File: src/rtl/lsu_pkg.sv
// Shared types and lane constants for the lsu_rmw load/store unit.
// The optional misaligned-access trap is controlled by LSU_MISALIGN_TRAP_EN
// (see lsu_rmw.sv); the helpers here serve both builds.
package lsu_pkg;

  typedef enum logic [1:0] {
    SZ_B = 2'b00,
    SZ_H = 2'b01,
    SZ_W = 2'b10,
    SZ_X = 2'b11
  } size_e;

  typedef enum logic [2:0] {
    ST_IDLE  = 3'd0,
    ST_READ  = 3'd1,
    ST_DATA  = 3'd2,
    ST_WRITE = 3'd3,
    ST_ERR   = 3'd4
  } state_e;

  // Lane geometry of a little-endian 32-bit word.
  localparam int unsigned BYTE_BITS   = 8;
  localparam int unsigned HALF_BITS   = 16;
  localparam int unsigned HALF_HI_LSB = 16;

  function automatic logic is_misaligned(size_e size, logic [1:0] lo);
    return ((size == SZ_H) && lo[0]) || ((size == SZ_W) && (lo != 2'b00));
  endfunction

  // Forces the low address bits onto the natural boundary of the access.
  function automatic logic [1:0] align_lo(size_e size, logic [1:0] lo);
    case (size)
      SZ_H:    return {lo[1], 1'b0};
      SZ_W:    return 2'b00;
      default: return lo;
    endcase
  endfunction

endpackage

File: src/rtl/lsu_rmw_if.sv
// Core-side request/response bus of the load/store unit.
// master = memory stage of the core, slave = lsu_rmw.
interface lsu_rmw_if #(
  parameter int ADDR_W = 32,
  parameter int XLEN   = 32
);
  logic              req_valid;
  logic              req_ready;
  logic              req_we;
  logic [1:0]        req_size;
  logic              req_unsigned;
  logic [ADDR_W-1:0] req_addr;
  logic [XLEN-1:0]   req_wdata;
  logic              rsp_valid;
  logic [XLEN-1:0]   rsp_rdata;
  logic              rsp_err;

  modport master (
    output req_valid, req_we, req_size, req_unsigned, req_addr, req_wdata,
    input  req_ready, rsp_valid, rsp_rdata, rsp_err
  );

  modport slave (
    input  req_valid, req_we, req_size, req_unsigned, req_addr, req_wdata,
    output req_ready, rsp_valid, rsp_rdata, rsp_err
  );
endinterface

File: src/rtl/lsu_lane_align.sv
// Combinational lane logic: extracts and extends a byte/half for loads and
// merges store data into a fetched word for read-modify-write stores.
// addr_lo is expected to be already aligned to the access size.
module lsu_lane_align
  import lsu_pkg::*;
(
  input  logic [1:0]  addr_lo,
  input  size_e       size,
  input  logic        is_unsigned,
  input  logic [31:0] mem_word,
  input  logic [31:0] store_data,
  output logic [31:0] load_data,
  output logic [31:0] merge_data
);

  logic [4:0]  byte_lsb;
  logic [7:0]  byte_v;
  logic [15:0] half_v;

  assign byte_lsb = {addr_lo, 3'b000};

  // Select the addressed lane, then extend (load) or overwrite it (store).
  always_comb begin
    byte_v     = mem_word[byte_lsb +: BYTE_BITS];
    half_v     = addr_lo[1] ? mem_word[HALF_HI_LSB +: HALF_BITS] : mem_word[0 +: HALF_BITS];
    load_data  = mem_word;
    merge_data = store_data;
    case (size)
      SZ_B: begin
        load_data  = {{24{!is_unsigned && byte_v[7]}}, byte_v};
        merge_data = mem_word;
        merge_data[byte_lsb +: BYTE_BITS] = store_data[7:0];
      end
      SZ_H: begin
        load_data  = {{16{!is_unsigned && half_v[15]}}, half_v};
        merge_data = mem_word;
        if (addr_lo[1]) merge_data[HALF_HI_LSB +: HALF_BITS] = store_data[15:0];
        else            merge_data[0 +: HALF_BITS]           = store_data[15:0];
      end
      default: begin
        load_data  = mem_word;
        merge_data = store_data;
      end
    endcase
  end

endmodule

File: src/rtl/lsu_rmw.sv
// Load/store unit in front of a word-only memory with a 1-cycle registered
// read. Adds byte/half loads with extension and sub-word stores done as
// read-modify-write. One request in flight at a time.
// Build option: LSU_MISALIGN_TRAP_EN -- when defined, misaligned half/word
// accesses return rsp_err; otherwise the low address bits are forced aligned.
//
// state | meaning
// IDLE  | ready for a request; response pulse of the previous one may show here
// READ  | word address on the memory port, read issued
// DATA  | read word available: extract for loads, merge for sub-word stores
// WRITE | mem_we asserted for this single cycle
// ERR   | illegal request answered, no memory access
module lsu_rmw
  import lsu_pkg::*;
#(
  parameter int ADDR_W = 32,
  parameter int XLEN   = 32
) (
  input  logic              clk,
  input  logic              reset,
  lsu_rmw_if.slave          bus,
  output logic              mem_we,
  output logic [ADDR_W-1:0] mem_addr,
  output logic [XLEN-1:0]   mem_wdata,
  input  logic [XLEN-1:0]   mem_rdata
);

  state_e            state_q, state_d;
  logic              accept;
  logic              illegal_req;
  size_e             req_size_e;

  logic [1:0]        addr_lo_q;
  size_e             size_q;
  logic              we_q;
  logic              uns_q;
  logic [XLEN-1:0]   wdata_q;
  logic [ADDR_W-1:0] mem_addr_q;
  logic [XLEN-1:0]   mem_wdata_q;
  logic              rsp_valid_q;
  logic              rsp_err_q;
  logic [XLEN-1:0]   rsp_rdata_q;

  logic [XLEN-1:0]   load_data;
  logic [XLEN-1:0]   merge_data;

  assign req_size_e = size_e'(bus.req_size);

  // Classify the incoming request as illegal for this build.
  always_comb begin
    illegal_req = (req_size_e == SZ_X);
`ifdef LSU_MISALIGN_TRAP_EN
    illegal_req = illegal_req || is_misaligned(req_size_e, bus.req_addr[1:0]);
`endif
  end

  // Next-state logic; acceptance only happens from IDLE.
  always_comb begin
    state_d = state_q;
    accept  = 1'b0;
    case (state_q)
      ST_IDLE: begin
        if (bus.req_valid) begin
          accept = 1'b1;
          if (illegal_req)                             state_d = ST_ERR;
          else if (bus.req_we && (req_size_e == SZ_W)) state_d = ST_WRITE;
          else                                         state_d = ST_READ;
        end
      end
      ST_READ:  state_d = ST_DATA;
      ST_DATA:  state_d = we_q ? ST_WRITE : ST_IDLE;
      ST_WRITE: state_d = ST_IDLE;
      ST_ERR:   state_d = ST_IDLE;
      default:  state_d = ST_IDLE;
    endcase
  end

  // State, request latch, memory-side registers and the response pulse.
  always_ff @(posedge clk) begin
    if (reset) begin
      state_q     <= ST_IDLE;
      addr_lo_q   <= 2'b00;
      size_q      <= SZ_B;
      we_q        <= 1'b0;
      uns_q       <= 1'b0;
      wdata_q     <= '0;
      mem_addr_q  <= '0;
      mem_wdata_q <= '0;
      rsp_valid_q <= 1'b0;
      rsp_err_q   <= 1'b0;
      rsp_rdata_q <= '0;
    end else begin
      state_q     <= state_d;
      rsp_valid_q <= 1'b0;
      rsp_err_q   <= 1'b0;
      if (accept) begin
        addr_lo_q <= align_lo(req_size_e, bus.req_addr[1:0]);
        size_q    <= req_size_e;
        we_q      <= bus.req_we;
        uns_q     <= bus.req_unsigned;
        wdata_q   <= bus.req_wdata;
        if (illegal_req) begin
          // Error is answered straight away; the memory port is left alone.
          rsp_valid_q <= 1'b1;
          rsp_err_q   <= 1'b1;
          rsp_rdata_q <= '0;
        end else begin
          mem_addr_q <= {bus.req_addr[ADDR_W-1:2], 2'b00};
          if (bus.req_we && (req_size_e == SZ_W)) mem_wdata_q <= bus.req_wdata;
        end
      end
      if (state_q == ST_DATA) begin
        if (we_q) begin
          mem_wdata_q <= merge_data;
        end else begin
          rsp_valid_q <= 1'b1;
          rsp_rdata_q <= load_data;
        end
      end
      if (state_q == ST_WRITE) begin
        rsp_valid_q <= 1'b1;
        rsp_rdata_q <= '0;
      end
    end
  end

  lsu_lane_align u_lane (
    .addr_lo     (addr_lo_q),
    .size        (size_q),
    .is_unsigned (uns_q),
    .mem_word    (mem_rdata),
    .store_data  (wdata_q),
    .load_data   (load_data),
    .merge_data  (merge_data)
  );

  // Reset in the write cycle must not let the write through.
  assign mem_we        = (state_q == ST_WRITE) && !reset;
  assign mem_addr      = mem_addr_q;
  assign mem_wdata     = mem_wdata_q;
  assign bus.req_ready = (state_q == ST_IDLE);
  assign bus.rsp_valid = rsp_valid_q;
  assign bus.rsp_err   = rsp_err_q;
  assign bus.rsp_rdata = rsp_rdata_q;

endmodule

File: src/flat_wrapper.sv
// flat-port wrapper written by rule: the top's interface ports become plain ports
module lsu_rmw_flat import lsu_pkg::*;
#(
  parameter int ADDR_W = 32,
  parameter int XLEN   = 32
)
  (clk, reset, mem_we, mem_addr, mem_wdata, mem_rdata, bus_req_valid, bus_req_we, bus_req_size, bus_req_unsigned, bus_req_addr, bus_req_wdata, bus_req_ready, bus_rsp_valid, bus_rsp_rdata, bus_rsp_err);
  lsu_rmw_if #(.ADDR_W(ADDR_W), .XLEN(XLEN)) bus_i ();
  input  logic clk;
  input  logic reset;
  output logic mem_we;
  output logic [ADDR_W-1:0] mem_addr;
  output logic [XLEN-1:0] mem_wdata;
  input  logic [XLEN-1:0] mem_rdata;
  input wire logic [$bits(bus_i.req_valid)-1:0] bus_req_valid;
  input wire logic [$bits(bus_i.req_we)-1:0] bus_req_we;
  input wire logic [$bits(bus_i.req_size)-1:0] bus_req_size;
  input wire logic [$bits(bus_i.req_unsigned)-1:0] bus_req_unsigned;
  input wire logic [$bits(bus_i.req_addr)-1:0] bus_req_addr;
  input wire logic [$bits(bus_i.req_wdata)-1:0] bus_req_wdata;
  output wire logic [$bits(bus_i.req_ready)-1:0] bus_req_ready;
  output wire logic [$bits(bus_i.rsp_valid)-1:0] bus_rsp_valid;
  output wire logic [$bits(bus_i.rsp_rdata)-1:0] bus_rsp_rdata;
  output wire logic [$bits(bus_i.rsp_err)-1:0] bus_rsp_err;
  assign bus_i.req_valid = bus_req_valid;
  assign bus_i.req_we = bus_req_we;
  assign bus_i.req_size = bus_req_size;
  assign bus_i.req_unsigned = bus_req_unsigned;
  assign bus_i.req_addr = bus_req_addr;
  assign bus_i.req_wdata = bus_req_wdata;
  assign bus_req_ready = bus_i.req_ready;
  assign bus_rsp_valid = bus_i.rsp_valid;
  assign bus_rsp_rdata = bus_i.rsp_rdata;
  assign bus_rsp_err = bus_i.rsp_err;
  lsu_rmw #(.ADDR_W(ADDR_W), .XLEN(XLEN)) u_core (.clk(clk), .reset(reset), .bus(bus_i), .mem_we(mem_we), .mem_addr(mem_addr), .mem_wdata(mem_wdata), .mem_rdata(mem_rdata));
endmodule
File: config.mk
export PLATFORM = sky130hd
export DESIGN_NAME = lsu_rmw_flat
export DESIGN_NICKNAME = d
export VERILOG_FILES = /design/src/rtl/lsu_pkg.sv /design/src/rtl/lsu_rmw_if.sv /design/src/rtl/lsu_lane_align.sv /design/src/rtl/lsu_rmw.sv /design/src/flat_wrapper.sv
export SDC_FILE = /design/constraint.sdc
export NUM_CORES = 1
export LEC_CHECK = 0
export BUFFER_PORTS_ARGS = -buffer_cell sky130_fd_sc_hd__buf_2
export CAP_MARGIN = 10
export CORE_ASPECT_RATIO = 0.8
export CORE_MARGIN = 2
export CORE_UTILIZATION = 37
export CTS_CLUSTER_DIAMETER = 200
export DETAILED_ROUTE_END_ITERATION = 7
export MAX_ROUTING_LAYER = met4
export REMOVE_ABC_BUFFERS = 1
export SYNTH_ARGS = -nofsm -noshare
export SYNTH_HDL_FRONTEND = slang
export SYNTH_SLANG_ARGS = --single-unit
File: constraint.sdc
create_clock -name clk -period 2.09 [get_ports clk]
set_input_delay 0.627 -clock clk [delete_from_list [all_inputs] [get_ports clk]]
set_output_delay 0.627 -clock clk [all_outputs]
set_load 0.01 [all_outputs]
==> run_results.csv, run 1 <==
group,metric,value,unit
run_status,outcome,"finished, final reports clean",
sta,fmaxAchievable,0.5044,GHz
grt,total_grt_overflow,0,
grt,grt_util_all_layers,24.14,%
synth,postSynth.asyncResetShare,0,%
sta,worst_hold_slack,0.4223,ns
worst_setup_path,timing.critical_path.fanout_max,49,
synth,synth_area,6715,sq um
sta,setup-violations-final,0,
sta,maxSlewViolCount,0,
synth,synth.area.top_cells,"dfxtp_1, nand2_1, a21oi_1",
sta,slew-limit-headroom,45.99,%
sta,finClkSkew,0.009619,ns
routing,initialDrtViolationCount,658,
clock_tree,htree_levels,4,
clock_tree,post_cts.repair.setup_buffers,0,
sta,worst-slew-pin-transition,0.8066,ns
placed_design,post_place_instance_area,8060,sq um
clock_tree,insertion_delay,0.44,ns
floorplan,pin_count,203,
synth,postSynthRegisterBits,137,
floorplan,effective_utilization_at_floorplan,37.42,%
worst_setup_path,worstSetupStartpointType,"register",
job,drv_cap,0,
worst_setup_path,slowest_delay,0.43,ns
floorplan,chipHeight,124.5,microns
floorplan,area_of_the_die,19250,sq um
worst_hold_path,hold_depth,3,
sta,finalCriticalPeriod,1.983,ns
grt,vias_in_the_first_global_route,6057,
worst_setup_path,arrival,2.28,ns
grt,grt_start_max_net_pins,64,
sta,final_worst_setup_slack,0.1075,ns
grt,grt_pass1_wl,35570,microns
synth,synth_seq_area_share,40.84,%
worst_setup_path,crit_type,"register to register",
power_and_ir_drop,power.internal,0.005053,W
power_and_ir_drop,power.static_leakage,3.707,nW
synth,syn-mean-instance-area,8.426,sq um
worst_setup_path,cp-end-kind,"register",
sta,finalHoldViolations,0,
cells_and_area,diodes,0,
synth,post-synth-top-area-cell,"dfxtp_1",
power_and_ir_drop,portion_of_total_power_attributed_to_the_clock_network,42.5,%
worst_hold_path,worst_hold_path_type,"input pin to register",
sta,fin_tns_setup,0,ns
placed_design,port_buffers,200,
synth,ys_types,59,
synth,synth_ff_type,"dfxtp_1",
clock_tree,numClockSinks,137,
sta,final_min_period_over_clock_period,94.86,%
grt,antenna_violations_before_repair,0,
worst_setup_path,crit_chain,"buf_12 > ha_1 > nor2_1 > a221o_1 > a21oi_1 > o22ai_1",
routing,drtPass1Iterations,5,
cells_and_area,areaGrowthSynthToFinish,29.14,%
power_and_ir_drop,net-switching-power,0.002057,W
routing,post_drt_wl_per_cell,18.71,microns
routing,via_per_inst,5.518,
routing,route.detailed.drc,0,
worst_setup_path,reg2reg_setup_slack,0.11,ns
power_and_ir_drop,power.density_cell_area,819.8,nW/um^2
synth,synthesis.yosys.warnings,0,
cells_and_area,post_route_cells_drive_above_1_share,32.20,%
clock_tree,clock_tree_from_tritoncts,"done",
synth,synth_enable_flop_cells,0,
synth,synthesis.instances,797,
placed_design,dp_worst_setup_slack,-0.1712,ns
worst_setup_path,reg2reg_depth,6,
routing,drtAntennaViolNets,0,
power_and_ir_drop,vdd_drop_max,0.5159,mV
clock_tree,cts.reportedPaths.clkPinSlew,0.07,ns
routing,finalWirelength,23070,microns
power_and_ir_drop,power.switching_fraction,28.93,%
power_and_ir_drop,seq_power_share,40.4,%
clock_tree,cts_buffers,17,
synth,netlist.area_leader.share,40.84,%
worst_setup_path,cp_slowest_cell,"a221o_1",
floorplan,core_region_area,17950,sq um
sta,rsz0062_at_grt,"false",
power_and_ir_drop,power.combinational.fraction,17.0,%
clock_tree,clockBufferDepth,2,
floorplan,die_x,154.6,microns
cells_and_area,layout.filler_cells,1787,
cells_and_area,nets,1101,
placed_design,gpl.final_weighted_congestion,0.8694,
placed_design,detailed_placement_wirelength_estimate,16480,microns
power_and_ir_drop,totalPowerFinal,0.007110,W
clock_tree,clock_tree.root_cell,"clkbuf_16",
cells_and_area,layout.cell_area.non_filler,8672,sq um
routing,routed-via-count,6804,
worst_setup_path,crit_required,2.39,ns
clock_tree,hold_buffers,0,
floorplan,rows,44,
==> worst max-delay path: cells and delay by family (launching register included) <==
family	cells	cell delay (ns)
flip-flops	1	0.36
buffers and inverters	1	0.26
AO/OA/AOI/OAI	3	0.86
adder cells (fa/ha/maj)	1	0.21
AND/OR/NAND/NOR	1	0.15
==> area by class of cell <==
type                            instances  area (sq um)  share of cell area, %
Multi-Input combinational cell        576          3572                  41.19
Sequential cell                       137          2749                  31.70
Timing Repair Buffer                  244          1421                  16.39
Clock buffer                           19         442.9                  5.107
Tap cell                              230         287.8                  3.318
Clock inverter                         13         142.6                  1.645
Inverter                               14         56.30                 0.6493
==> worst paths after layout <==
| kind | startpoint | end |
|---|---|---|
| setup / recovery | u_core.addr_lo_q[1] | u_core.mem_wdata[25] |
| hold / removal | bus_req_addr[28] | u_core.mem_addr[28] |
| setup reg to reg | u_core.addr_lo_q[1] | u_core.mem_wdata[25] |
| hold reg to reg | u_core.wdata_q[17] | u_core.wdata_q[17] |
==> Yosys cell counts, drive strengths merged, types with 2 or more instances <==
| master | n |
|---|---|
| nand2 | 179 |
| dfxtp | 137 |
| a21oi | 107 |
| buf | 46 |
| clkbuf | 26 |
| a211oi | 24 |
| a221o | 24 |
| mux2i | 23 |
| nand3 | 23 |
| o21ai | 22 |
| a31o | 14 |
| a21o | 12 |
| inv | 11 |
| nor2 | 11 |
| a221oi | 10 |
| mux2 | 10 |
| a22oi | 9 |
| a32oi | 9 |
| a311oi | 8 |
| ha | 8 |
| o22ai | 8 |
| a22o | 7 |
| nand2b | 7 |
| nor3 | 7 |
| o221ai | 7 |
| and2 | 6 |
| o211ai | 5 |
| nor2b | 4 |
| nor4 | 4 |
| or4b | 4 |
| clkinv | 3 |
| nor3b | 3 |
| and4 | 2 |
| nand3b | 2 |
| nor4bb | 2 |
| o21bai | 2 |
==> repair_timing <==
item,CTS,global route
setup endpoints to repair,1,27
resized for setup,2,4
gates cloned,0,1
==> sequential cells by signal, summed over array words and instances (netlist names) <==
name / flops
u_core.addr_lo_q: 2
u_core.bus.rsp_err: 1
u_core.bus.rsp_rdata: 32
u_core.bus.rsp_valid: 1
u_core.mem_addr: 30
u_core.mem_wdata: 32
u_core.size_q: 2
u_core.state_q: 3
u_core.uns_q: 1
u_core.wdata_q: 32
u_core.we_q: 1
==> routing by layer <==
layer | routed length [microns] | GRT usage [%] | vias up
met5 | 0 | - | -
met4 | 299 | 6.536 | 0
met3 | 1645 | 4.802 | 26
met2 | 9748 | 33.25 | 266
met1 | 11380 | 35.68 | 3217
li1 | - | - | 3295
==> cells in the final DEF, fill, tap and decap left out, types with 21 or more instances in the layout <==
cell      count
buf_2       199
nand2_1     178
dfxtp_1     134
a21oi_1     106
buf_4        38
a221o_1      24
mux2i_1      23
nand3_1      23
a211oi_1     22
o21ai_0      21
==> per-stage QoR <==
stage,util (%),cells
after CTS,48.19,1232
after global placement,44.91,1200
after detailed placement,44.91,1200
after global routing,48.32,1233
after floorplan,-,726
final,48.32,1233
==> kinds of logic (layout without fill, tap and decap cells) <==
| family | count (synthesis) | after routing | share of synthesized area, % |
|---|---|---|---|
| compound gates | 270 | 270 | 27.97 |
| other cells | 1 | 2 | 0.05584 |
| flops | 137 | 137 | 40.84 |
| fa+ha+maj | 8 | 8 | 1.491 |
| mux | 33 | 33 | 5.105 |
| simple gates | 262 | 263 | 18.26 |
| buf+inv | 86 | 290 | 6.279 |
==> power groups by stage <==
stage          Sequential [W]  Clock [W]  Combinational, W
2_1_floorplan         0.00298          0          0.000560
3_3_place_gp          0.00293          0           0.00119
3_5_place_dp          0.00293          0           0.00119
4_1_cts               0.00287    0.00305           0.00119
5_1_grt               0.00289    0.00318           0.00132
6_report              0.00288    0.00302           0.00121
(Power assumes the default switching activity.)
==> run 2: changes to the inputs <==
CORE_UTILIZATION = 47   (was 37)
PLACE_DENSITY = 0.77   (was default)
==> run_results.csv, run 2 (synthesis gave the netlist of run 1 again) <==
group,metric,value,unit
run_status,outcome,"finished, final reports clean",
cells_and_area,nets,1099,
clock_tree,clockBufferDepth,2,
floorplan,effective_utilization_at_floorplan,47.62,%
sta,setup-violations-final,0,
clock_tree,insertion_delay,0.43,ns
floorplan,rows,39,
floorplan,chipHeight,110.9,microns
sta,slew-limit-headroom,55.05,%
clock_tree,htree_levels,4,
sta,fin_tns_setup,0,ns
cells_and_area,areaGrowthSynthToFinish,28.88,%
sta,final_min_period_over_clock_period,94.69,%
sta,finClkSkew,0.008782,ns
clock_tree,hold_buffers,0,
cells_and_area,most_common_cell_after_layout_fill_and_taps_aside,"buf_2",
sta,worst-slew-pin-transition,0.6718,ns
grt,antenna_violations_before_repair,0,
clock_tree,cts_buffers,17,
power_and_ir_drop,vdd_drop_max,0.7666,mV
worst_setup_path,cp-end-kind,"register",
cells_and_area,final_cell_mix,"buf_2, nand2_1, dfxtp_1, a21oi_1, buf_4",
sta,fmaxAchievable,0.5053,GHz
power_and_ir_drop,power.static_leakage,3.715,nW
routing,drtAntennaViolNets,0,
sta,rsz0062_at_grt,"false",
floorplan,die_x,137.6,microns
worst_setup_path,crit_chain,"clkinv_1 > ha_1 > nor4bb_1 > a211o_1 > a221oi_2 > buf_4 > a311oi_1",
cells_and_area,layout.core_utilization,61.37,%
cells_and_area,final-seq-area,2751,sq um
routing,drtPass1Iterations,5,
worst_setup_path,slowest_delay,0.42,ns
worst_setup_path,worst_path_dominant_cell_family,"compound AO/OA/AOI/OAI gates",
job,drv_cap,0,
power_and_ir_drop,totalPowerFinal,0.007196,W
floorplan,pin_count,203,
sta,maxSlewViolCount,0,
sta,finalHoldViolations,0,
grt,grt_start_max_net_pins,72,
worst_hold_path,worst_hold_path_type,"input pin to register",
cells_and_area,diodes,0,
grt,grt_util_all_layers,29.27,%
floorplan,area_of_the_die,15270,sq um
floorplan,core_region_area,14100,sq um
placed_design,port_buffers,200,
placed_design,dp_worst_setup_slack,0.04462,ns
placed_design,gpl.final_weighted_congestion,0.9279,
worst_setup_path,cp_slowest_cell,"a211o_1",
clock_tree,clock_tree_from_tritoncts,"done",
cells_and_area,layout.filler_cells,1255,
worst_setup_path,crit_type,"register to register",
cells_and_area,multi_input_area,3571,sq um
worst_setup_path,timing.critical_path.fanout_max,5,
cells_and_area,post_route_cells_drive_above_1_share,32.07,%
routing,finalWirelength,22000,microns
routing,via_per_inst,5.831,
clock_tree,numClockSinks,137,
worst_setup_path,crit_buf_inv,2,
routing,route.detailed.drc,0,
sta,finalCriticalPeriod,1.979,ns
grt,vias_in_the_first_global_route,6274,
routing,routed-via-count,6910,
worst_setup_path,worstSetupStartpointType,"register",
sta,final_worst_setup_slack,0.1109,ns
worst_setup_path,arrival,2.28,ns
grt,grt_pass1_wl,33870,microns
power_and_ir_drop,power.density_cell_area,831.5,nW/um^2
cells_and_area,layout.cell_area.non_filler,8655,sq um
routing,post_drt_wl_per_cell,18.56,microns
clock_tree,cts.reportedPaths.clkPinSlew,0.06,ns
grt,total_grt_overflow,0,
placed_design,post_place_instance_area,8020,sq um
worst_setup_path,crit_required,2.40,ns
placed_design,detailed_placement_wirelength_estimate,15420,microns
clock_tree,clock_tree.root_cell,"clkbuf_16",
routing,initialDrtViolationCount,837,
## run 2: final timing paths
check,start,slack [ns],cells past startpoint,to
max,u_core.addr_lo_q[1],0.11,7,u_core.mem_wdata[7]
min,bus_req_addr[10],0.43,3,u_core.mem_addr[10]
max reg2reg,u_core.addr_lo_q[1],0.11,7,u_core.mem_wdata[7]
min reg2reg,u_core.mem_addr[2],0.45,2,u_core.mem_addr[2]
## run 2: power breakdown
part	leakage, nW	internal (W)	switching (W)
sequential	1.12	0.00276	0.000116
combinational	2.31	0.000507	0.000711
clock	0.283	0.00192	0.00119
## run 2: what timing repair did
item                       in CTS  in global routing
setup endpoints to repair       1                  3
setup buffers                   0                  0
pin swaps                       0                  0
gates resized for setup         2                  5
## run 2: metrics by stage
stage | instances | hold slack [ns]
final | 1185 | 0.4300
after global routing | 1185 | 0.4289
after CTS | 1185 | 0.4288
after detailed placement | 1153 | 0.4433
after global placement | 1153 | 0.4379
after floorplan | 726 | 0.4257
## run 2: metal layers
layer | up-vias | global-route usage, % | share of wire, %
met5 | - | - | 0
met4 | 0 | 7.560 | 1.6
met3 | 37 | 9.236 | 12
met2 | 395 | 41.89 | 44
met1 | 3192 | 39.98 | 43
li1 | 3286 | - | -
## run 2: final cells by class
class | instances | area share (%)
Inverter | 14 | 0.6072
Sequential cell | 137 | 31.79
Tap cell | 184 | 2.660
Clock inverter | 13 | 1.937
Timing Repair Buffer | 243 | 16.63
Multi-Input combinational cell | 575 | 41.26
Clock buffer | 19 | 5.118
## run 2: worst reg2reg max path: cells and delay by family (launching register included)
family	cells	cell delay (ns)
AOI/OAI and AO/OA	3	0.80
and+or+nand+nor	1	0.17
adders and majority gates	1	0.26
buffers and inverters	2	0.28
DFF	1	0.35
==> run 3: changes to the inputs <==
CORE_UTILIZATION = 45   (was 47)
PLACE_DENSITY = 0.74   (was 0.77)
SETUP_SLACK_MARGIN = 0.1   (was default)
SYNTH_HIERARCHICAL = 1   (was default)
==> run_results.csv, run 3 <==
group,metric,value,unit
clock_tree,numClockSinks,137,
power_and_ir_drop,vdd_drop_max,0.6362,mV
worst_hold_path,worst_hold_path_type,"input pin to register",
floorplan,pin_count,203,
cells_and_area,post_route_cells_drive_above_1_share,31.84,%
run_status,outcome,"finished, final reports clean",
floorplan,core_region_area,14910,sq um
clock_tree,clock_tree.root_cell,"clkbuf_16",
grt,antenna_violations_before_repair,1,
grt,vias_in_the_first_global_route,6659,
sta,rsz0062_at_grt,"true",
synth,synth.area.top_cells,"dfxtp_1, nand2_1, a21oi_1",
clock_tree,clockBufferDepth,2,
worst_setup_path,crit_required,1.46,ns
worst_hold_path,worst_hold_start,"bus_req_addr[31]",
grt,grt_start_max_net_pins,106,
sta,final_min_period_over_clock_period,91.70,%
synth,synthesis.instances,838,
synth,netlist.area_leader.share,40.21,%
grt,total_grt_overflow,0,
placed_design,placed_cells_incl_taps,1199,
clock_tree,cts_buffers,17,
clock_tree,htree_levels,4,
synth,largest_family_of_logic_cells_by_synthesized_area,"compound AO/OA/AOI/OAI gates",
sta,fin_tns_setup,0,ns
worst_hold_path,hold_depth,3,
sta,finalHoldViolations,0,
routing,initialDrtViolationCount,812,
worst_setup_path,cp_slowest_cell,"dfxtp_1",
synth,synth_xor_xnor_area_share,0,%
worst_setup_path,reg2reg_setup_slack,0.20,ns
worst_setup_path,slowest_delay,0.36,ns
cells_and_area,nets,1144,
routing,drtAntennaViolNets,0,
floorplan,area_of_the_die,16160,sq um
worst_setup_path,r2r_end,"u_core/mem_wdata[20]",
sta,fmaxAchievable,0.5218,GHz
grt,grt_util_all_layers,28.44,%
placed_design,detailed_placement_wirelength_estimate,15370,microns
cells_and_area,most_common_cell_after_layout_fill_and_taps_aside,"buf_2",
power_and_ir_drop,power.density_cell_area,868.7,nW/um^2
cells_and_area,areaGrowthSynthToFinish,31.83,%
floorplan,die_x,141.6,microns
clock_tree,clock_tree_from_tritoncts,"done",
floorplan,effective_utilization_at_floorplan,45.73,%
cells_and_area,final_cell_mix,"buf_2, nand2_1, dfxtp_1, a21oi_1, nand3_1",
worst_setup_path,timing.critical_path.fanout_max,5,
sta,slew-limit-headroom,62.36,%
worst_setup_path,worst_path_dominant_cell_family,"simple AND/OR/NAND/NOR gates",
routing,post_drt_wl_per_cell,18.26,microns
synth,post_synth_fa_ha_maj_area_fraction,1.468,%
power_and_ir_drop,totalPowerFinal,0.007810,W
floorplan,rows,40,
synth,synth_enable_flop_cells,0,
synth,yosys.cell_count.top_type,"nand2_1",
synth,postSynthRegisterBits,137,
worst_setup_path,crit_buf_inv,1,
clock_tree,insertion_delay,0.42,ns
job,drv_cap,0,
clock_tree,cts.reportedPaths.clkPinSlew,0.06,ns
routing,via_per_inst,5.924,
placed_design,post_place_instance_area,8234,sq um
synth,synth_simple_gate_area_share,18.60,%
worst_setup_path,crit_reg_reg_startpoint,"u_core/addr_lo_q[1]",
worst_setup_path,reg2reg_depth,9,
synth,ys_types,60,
floorplan,chipHeight,114.1,microns
routing,route.detailed.drc,0,
synth,syn-mean-instance-area,8.139,sq um
cells_and_area,layout.cell_area.non_filler,8991,sq um
clock_tree,hold_buffers,0,
routing,finalWirelength,22590,microns
synth,synth_area,6820,sq um
placed_design,port_buffers,200,
worst_setup_path,worstSetupStartpointType,"register",
sta,worst-slew-pin-transition,0.5608,ns
synth,postSynth.asyncResetShare,0,%
worst_setup_path,arrival,1.29,ns
synth,synth_seq_area_share,40.21,%
placed_design,gpl.final_weighted_congestion,0.9189,
synth,synth_compound_area_share,31.10,%
synth,post_synth_most_frequent_cells,"nand2_1, dfxtp_1, a21oi_1, nand3_1",
sta,finClkSkew,0.005348,ns
grt,grt_pass1_wl,35430,microns
synth,post-synth-top-area-cell,"dfxtp_1",
sta,maxSlewViolCount,0,
synth,synth.mux.area_fraction,2.036,%
synth,synthesis.yosys.warnings,6,
sta,finalCriticalPeriod,1.916,ns
worst_setup_path,crit_type,"register to output pin",
synth,synth_ff_type,"dfxtp_1",
routing,routed-via-count,7328,
routing,drtPass1Iterations,7,
sta,setup-violations-final,0,
worst_hold_path,min_delay_worst_endpoint,"u_core/mem_addr[31]",
cells_and_area,final_cell_count_no_fill,1237,
worst_setup_path,crit_chain,"nor3b_2 > and2_1 > buf_2",
power_and_ir_drop,power.static_leakage,3.813,nW
worst_setup_path,cp-end-kind,"output pin",
run 3: per-layer routing:
layer,up-vias,global-route usage (%),share of wire [%]
met5,-,-,0
met4,0,10.27,2.4
met3,51,6.399,9.0
met2,366,39.48,43
met1,3423,40.43,46
li1,3488,-,-
run 3: worst max-delay path by stage:
| stage | startpoint | endpoint | slack [ns] | depth (start not counted) |
|---|---|---|---|---|
| after floorplan | bus_req_size[0] | u_core/mem_addr[10] | -1.31 | 4 |
| after global placement | bus_req_size[0] | u_core/mem_addr[26] | 0.05 | 6 |
| after detailed placement | bus_req_size[0] | u_core/mem_addr[29] | -0.02 | 6 |
| after CTS | u_core/addr_lo_q[1] | u_core/mem_wdata[16] | 0.10 | 9 |
| after global routing | u_core/addr_lo_q[1] | u_core/mem_wdata[18] | 0.05 | 9 |
| final | u_core/state_q[2] | mem_we | 0.17 | 3 |
run 3: power by group:
part           internal, W  switching [W]  leakage (nW)  total (W)
sequential         0.00277       0.000109          1.12    0.00288
clock              0.00221        0.00111         0.318    0.00332
combinational     0.000665       0.000948          2.38    0.00161
run 3: worst register-to-register path, stage by stage (launching register included):
cell and delay, ns:
dfxtp_2 0.35, buf_4 0.13, ha_1 0.16, nor3b_4 0.20, nor3b_4 0.27, buf_4 0.16, nand2_1 0.05, a32oi_1 0.20
nor2_1 0.07, a311oi_1 0.23
run 3: logic make-up (layout without fill, tap and decap cells):
| family | Yosys count | count (layout) |
|---|---|---|
| compound gates | 302 | 302 |
| simple gates | 276 | 276 |
| flops | 137 | 137 |
| buf+inv | 101 | 308 |
| mux | 13 | 13 |
| fa+ha+maj | 8 | 8 |
| other cells | 1 | 4 |
run 3: per-stage QoR:
step,setup WS (ns),hold WS (ns),utilization [%]
2_1_floorplan,-1.308,0.4251,-
3_3_place_gp,0.04741,0.4404,55.21
3_5_place_dp,-0.01765,0.4441,55.21
4_1_cts,0.1040,0.4340,59.75
5_1_grt,0.05324,0.4470,60.27
6_report,0.1735,0.4521,60.29
run 3: cell type report:
cell class / instances / area, sq um
fill: 1375 / 5923
multi-input combinational: 601 / 3724
sequential: 137 / 2745
timing repair buffer: 260 / 1574
clock buffer: 24 / 481.7
tap: 189 / 236.5
clock inverter: 8 / 165.2
inverter: 16 / 60.06
antenna: 2 / 5.005
run 3: timing repair:
item,CTS,global route
gates resized for setup,4,9
setup buffers,1,3
pin swaps,1,5
endpoints found under the setup margin,5,31
